**src/rtl/sha256_stream_ctrl.sv**
```systemverilog
// rtl/sha256_stream_ctrl.sv - SHA-256 message front-end: block assembly, padding and core sequencing
module sha256_stream_ctrl (
    input  logic         clk,
    input  logic         reset,
    input  logic         s_valid,
    output logic         s_ready,
    input  logic [31:0]  s_data,
    input  logic         s_last,
    input  logic [2:0]   s_nbytes,
    output logic         core_init,
    output logic         core_next,
    output logic [511:0] core_block,
    input  logic         core_ready,
    input  logic         core_digest_valid,
    input  logic [255:0] core_digest,
    output logic         m_valid,
    input  logic         m_ready,
    output logic [255:0] m_digest
);
    typedef enum logic [2:0] {FILL, PAD, ISSUE, WAIT_BUSY, WAIT_DONE, OUT} state_t;

    state_t           state, state_d;
    logic [0:15][31:0] blk;
    logic [3:0]       wp, wp_d;
    logic [63:0]      len, len_d;
    logic             first, first_d;
    logic             pad80_pending, pad80_d;
    logic             final_blk, final_d;
    logic             pad_more, pad_more_d;
    logic             spill, spill_d;
    logic             wr_en;
    logic [31:0]      wr_data;
    logic             init_d, next_d, digest_ld;
    logic [31:0]      last_word;

    // Short last beat: keep the valid bytes, put the 0x80 marker right after them.
    always_comb begin
        case (s_nbytes)
            3'd1:    last_word = {s_data[31:24], 24'h800000};
            3'd2:    last_word = {s_data[31:16], 16'h8000};
            3'd3:    last_word = {s_data[31:8], 8'h80};
            default: last_word = s_data;
        endcase
    end

    always_comb begin
        state_d    = state;
        wp_d       = wp;
        len_d      = len;
        first_d    = first;
        pad80_d    = pad80_pending;
        final_d    = final_blk;
        pad_more_d = pad_more;
        spill_d    = spill;
        wr_en      = 1'b0;
        wr_data    = 32'h0;
        init_d     = 1'b0;
        next_d     = 1'b0;
        digest_ld  = 1'b0;
        case (state)
            FILL: begin
                if (s_valid) begin
                    if (!s_last) begin
                        wr_en   = 1'b1;
                        wr_data = s_data;
                        wp_d    = wp + 4'd1;
                        len_d   = len + 64'd32;
                        if (wp == 4'd15) begin
                            state_d = ISSUE;
                            final_d = 1'b0;
                        end
                    end else begin
                        state_d = PAD;
                        case (s_nbytes)
                            3'd0: pad80_d = 1'b1;
                            3'd1, 3'd2, 3'd3: begin
                                wr_en   = 1'b1;
                                wr_data = last_word;
                                wp_d    = wp + 4'd1;
                                len_d   = len + {58'd0, s_nbytes, 3'b000};
                                if (wp == 4'd14)
                                    spill_d = 1'b1;
                            end
                            default: begin
                                wr_en   = 1'b1;
                                wr_data = s_data;
                                wp_d    = wp + 4'd1;
                                len_d   = len + 64'd32;
                                pad80_d = 1'b1;
                            end
                        endcase
                        // A last beat filling word 15 completes this block; padding continues in the next one.
                        if (s_nbytes != 3'd0 && wp == 4'd15) begin
                            state_d    = ISSUE;
                            final_d    = 1'b0;
                            pad_more_d = 1'b1;
                        end
                    end
                end
            end
            PAD: begin
                wr_en = 1'b1;
                wp_d  = wp + 4'd1;
                if (pad80_pending) begin
                    wr_data = 32'h8000_0000;
                    pad80_d = 1'b0;
                    if (wp == 4'd15) begin
                        state_d    = ISSUE;
                        final_d    = 1'b0;
                        pad_more_d = 1'b1;
                    end else if (wp == 4'd14) begin
                        spill_d = 1'b1;
                    end
                end else if (spill) begin
                    wr_data = 32'h0;
                    if (wp == 4'd15) begin
                        state_d    = ISSUE;
                        final_d    = 1'b0;
                        pad_more_d = 1'b1;
                        spill_d    = 1'b0;
                    end
                end else if (wp < 4'd14) begin
                    wr_data = 32'h0;
                end else if (wp == 4'd14) begin
                    wr_data = len[63:32];
                end else begin
                    wr_data = len[31:0];
                    state_d = ISSUE;
                    final_d = 1'b1;
                end
            end
            ISSUE: begin
                if (core_ready) begin
                    init_d  = first;
                    next_d  = ~first;
                    first_d = 1'b0;
                    state_d = WAIT_BUSY;
                end
            end
            WAIT_BUSY: begin
                if (!core_ready)
                    state_d = WAIT_DONE;
            end
            WAIT_DONE: begin
                if (core_ready && core_digest_valid) begin
                    if (final_blk) begin
                        digest_ld = 1'b1;
                        state_d   = OUT;
                    end else begin
                        wp_d       = 4'd0;
                        pad_more_d = 1'b0;
                        state_d    = pad_more ? PAD : FILL;
                    end
                end
            end
            OUT: begin
                if (m_ready) begin
                    len_d      = 64'd0;
                    wp_d       = 4'd0;
                    pad_more_d = 1'b0;
                    pad80_d    = 1'b0;
                    spill_d    = 1'b0;
                    first_d    = 1'b1;
                    state_d    = FILL;
                end
            end
            default: state_d = FILL;
        endcase
    end

    always_ff @(posedge clk or posedge reset) begin
        if (reset) begin
            state         <= FILL;
            blk           <= '0;
            wp            <= 4'd0;
            len           <= 64'd0;
            first         <= 1'b1;
            pad80_pending <= 1'b0;
            final_blk     <= 1'b0;
            pad_more      <= 1'b0;
            spill         <= 1'b0;
            core_init     <= 1'b0;
            core_next     <= 1'b0;
            m_digest      <= '0;
        end else begin
            state         <= state_d;
            wp            <= wp_d;
            len           <= len_d;
            first         <= first_d;
            pad80_pending <= pad80_d;
            final_blk     <= final_d;
            pad_more      <= pad_more_d;
            spill         <= spill_d;
            core_init     <= init_d;
            core_next     <= next_d;
            if (wr_en)
                blk[wp] <= wr_data;
            if (digest_ld)
                m_digest <= core_digest;
        end
    end

    assign s_ready    = (state == FILL);
    assign m_valid    = (state == OUT);
    assign core_block = blk;
endmodule
```
**config.mk**
```make
export PLATFORM = sky130hd
export DESIGN_NAME = sha256_stream_ctrl
export DESIGN_NICKNAME = d
export VERILOG_FILES = /design/src/rtl/sha256_stream_ctrl.sv
export SDC_FILE = /design/constraint.sdc
export NUM_CORES = 2
export LEC_CHECK = 0
export BUFFER_PORTS_ARGS = -buffer_cell sky130_fd_sc_hd__buf_2
export CELL_PAD_IN_SITES_DETAIL_PLACEMENT = 0
export CELL_PAD_IN_SITES_GLOBAL_PLACEMENT = 2
export CORE_AREA = 10 10 407 409
export DETAILED_ROUTE_END_ITERATION = 8
export DIE_AREA = 0 0 417 419
export GPL_ROUTABILITY_DRIVEN = 1
export PLACE_DENSITY = 0.67
export REMOVE_ABC_BUFFERS = 1
export SETUP_SLACK_MARGIN = 0.05
export SYNTH_ARGS = -nofsm -noshare
export SYNTH_HDL_FRONTEND = slang
export SYNTH_SLANG_ARGS = --single-unit
```
**constraint.sdc**
```tcl
create_clock -name clk -period 43.5 [get_ports clk]
set_clock_uncertainty 0.1 [all_clocks]
set_input_delay 0 -clock clk [delete_from_list [all_inputs] [get_ports clk]]
set_output_delay 0 -clock clk [all_outputs]
set_load 0.005 [all_outputs]
```
==> impl_metrics.py <==
metrics = {
    "logic_synthesis": {
        "synth-compound-area-share_pct": 11.3,
        "muxShareOfSynthArea_pct": 9.27,
        "synth_top_family_by_area": "simple AND/OR/NAND/NOR gates",
        "seq_area_frac_synth_pct": 63.7,
        "synth_most_common_cell": "dfrtp_1",
        "syn_area_um2": 33100,
        "yosys-top-cells-area": "dfrtp_1 64%, mux2_2 8.9%, a21oi_1 8.0%",
        "synthAdderAreaFrac_pct": 0.363,
        "synth_cell_types": 69,
        "synthXorXnorAreaFrac_pct": 0.450,
        "postSynth.asyncResetShare_pct": 100,
        "synth_top_area_share_pct": 63.7,
        "synth-simple-area-share_pct": 11.7,
        "avgSynthCellArea_um2": 11.2,
        "yosysTopAreaCell": "dfrtp_1",
        "yosys_most_used_dff": "dfrtp_1",
        "synth_edf_count": 0,
        "synth_common_cells": "842 x dfrtp_1, 532 x a21oi_1, 508 x nor2_1",
        "yosys_warnings": 0,
        "synth-seq-cells": 843,
        "syn_inst": 2962,
    },
    "global_routing": {
        "grt_overflow": 0,
        "use_met2_pct": 32.3,
        "grt_max_degree": 156,
        "grt_usage_pct": 18.3,
        "grt_antenna_before_repair": 17,
        "gr-max-usage-layer": "met2",
        "grt_pass1_wl_um": 233000,
        "grt_pass1_vias": 29600,
        "met1_usage_pct": 19.7,
        "gr-usage-met3_pct": 5.01,
    },
    "timing": {
        "relSlewSlack_pct": 16.7,
        "finalCritPeriodShare_pct": 11.1,
        "finalSetupViolCount": 0,
        "rsz0062_at_grt": "false",
        "whs_ps": 84.9,
        "worst_slew_pin_slew_ps": 1250,
        "post-route-min-period_ps": 4810,
        "slew_violations": 0,
        "maxClockFrequency_mhz": 208,
        "hold_viol": 0,
        "fin_setup_tns_ps": 0,
    },
    "critical_path": {
        "crit_path_end_kind": "register",
        "cp.required_ps": 43930,
        "arrival_ps": 5240,
        "crit_type": "register to register",
        "path_max_fanout": 46,
        "start_kind": "register",
    },
    "outcome": {
        "status": "complete, no violations",
    },
    "routing": {
        "routedWlPerCell_um": 24.9,
        "via_count": 28900,
        "totalWireLength_um": 167000,
        "routed_via_density": 4.32,
        "ant_nets": 0,
        "drc": 0,
        "first_iter_violations": 1955,
        "dr.pass1.iters": 7,
    },
    "cells_and_area": {
        "fill_cells": 16200,
        "drive_above_1_share_pct": 34.7,
        "register_area_um2": 21100,
        "nets": 4850,
        "final_cells": 6700,
        "area_delta_synth_final_pct": 50.3,
        "multi_input_area_um2": 11200,
        "fin_area_um2": 49800,
    },
    "die": {
        "fp.dieH_um": 419,
        "fp-row-count": 146,
        "ios": 1070,
        "start_util_pct": 21.0,
        "die-area_um2": 175000,
        "core_um2": 157000,
        "die_x_um": 417,
    },
    "place": {
        "place_congestion": 0.901,
        "place_inst": 5957,
        "place_area_um2": 40800,
        "io_buffers": 1069,
        "hpwl_um": 120000,
    },
    "clocking": {
        "cts_tree": "yes",
        "clockRootBuffer": "clkbuf_16",
        "clk_path_buf_depth": 3,
        "cts_buffers": 102,
        "cts-resized-gates": 0,
        "cts.htree.levels": 3,
        "clock_sinks": 843,
        "clk_pin_slew_ps": 60,
        "clk_latency_ps": 720,
    },
    "power": {
        "power.density_nw_per_um2": 67.6,
        "power.total_uw": 3360,
        "p_leak_uw": 0.0235,
        "ir_worst_vdd_mv": 0.0330,
    },
    "worst_hold_path": {
        "min_path_type": "input port to register",
    },
    "job": {
        "drv_cap": 0,
    },
}
## sequential cells by signal, indices dropped and copies added (netlist names)
| signal | cells |
|---|---|
| core_block | 512 |
| core_init | 1 |
| core_next | 1 |
| final_blk | 1 |
| first | 1 |
| len | 61 |
| m_digest | 256 |
| pad80_pending | 1 |
| pad_more | 1 |
| spill | 1 |
| state | 3 |
| wp | 4 |
## what timing repair did
item / 4_1_cts / 5_1_grt
setup endpoints to repair: 0 / 0
hold buffers: 554 / 0
endpoints found under the hold margin: 924 / 0
setup buffers: 0 / 0
## per-stage QoR
step / worst slack [ps] / util (%)
2_1_floorplan: 16070 / -
3_3_place_gp: 38870 / 25.9
3_5_place_dp: 38720 / 25.9
4_1_cts: 38700 / 31.6
5_1_grt: 38430 / 31.6
6_report: 38690 / 31.6
## area by class of cell
type,count,share of cell area [%]
Clock buffer,149,5.89
Inverter,11,0.0981
Clock inverter,31,0.865
Multi-Input combinational cell,1896,22.6
Timing Repair Buffer,1689,22.9
Antenna cell,9,0.0453
Sequential cell,843,42.4
Tap cell,2072,5.21
## routing by layer
metal  vias to the layer above  wire, um
met5                         -        34
met1                     14200     61000
li1                      13400         -
met2                      1018     84100
met3                       270     11200
met4                         6     10600
## path summary, 6_finish.rpt
check / startpoint / end / slack (ps) / depth (start not counted)
worst min-delay path: core_ready / core_next$_DFF_PP0_ / 80 / 4
max in group asynchronous: reset / m_digest[38]$_DFFE_PP0P_ / 39560 / 7
min in group asynchronous: reset / core_block[484]$_DFFE_PP0P_ / 520 / 4
worst max register to register: state[0]$_DFFE_PP0P_ / core_block[181]$_DFFE_PP0P_ / 38690 / 6
worst min register to register: core_block[413]$_DFFE_PP0P_ / core_block[413]$_DFFE_PP0P_ / 370 / 2
worst max-delay path: state[0]$_DFFE_PP0P_ / core_block[181]$_DFFE_PP0P_ / 38690 / 6
## report_power, final
group          total (uW)  internal (uW)  switching [uW]
clock                 860            499             362
combinational        1180            501             682
sequential           1320           1120             199
## layout by cell type (no fill, tap or decap), types with 20 or more instances in the layout
master	instances
a21oi_1	516
buf_2	1069
buf_4	65
clkbuf_1	27
clkbuf_16	102
clkbuf_8	20
dfrtp_1	842
dlygate4sd3_1	554
mux2_2	261
nand2_1	180
nand3_1	43
nand4_1	38
nor2_1	506
nor3_1	27
o21ai_0	99
## logic make-up (layout without fill, tap and decap cells)
family / after synthesis / after routing
DFF: 843 / 843
AOI/OAI and AO/OA: 705 / 705
other: 0 / 9
buffers and inverters: 223 / 1880
and+or+nand+nor: 891 / 891
xor gates and xnor gates: 17 / 17
adders and majority gates: 9 / 9
muxes: 274 / 274
## worst max-delay path, cell delays in order, from the launching register on
cell      delay, ps
dfrtp_1         620
or4b_1          870
a21oi_4         840
nor2_2          460
nor4bb_4        880
buf_4           580
a21oi_1         150
Power figures use the tool's default switching activity.
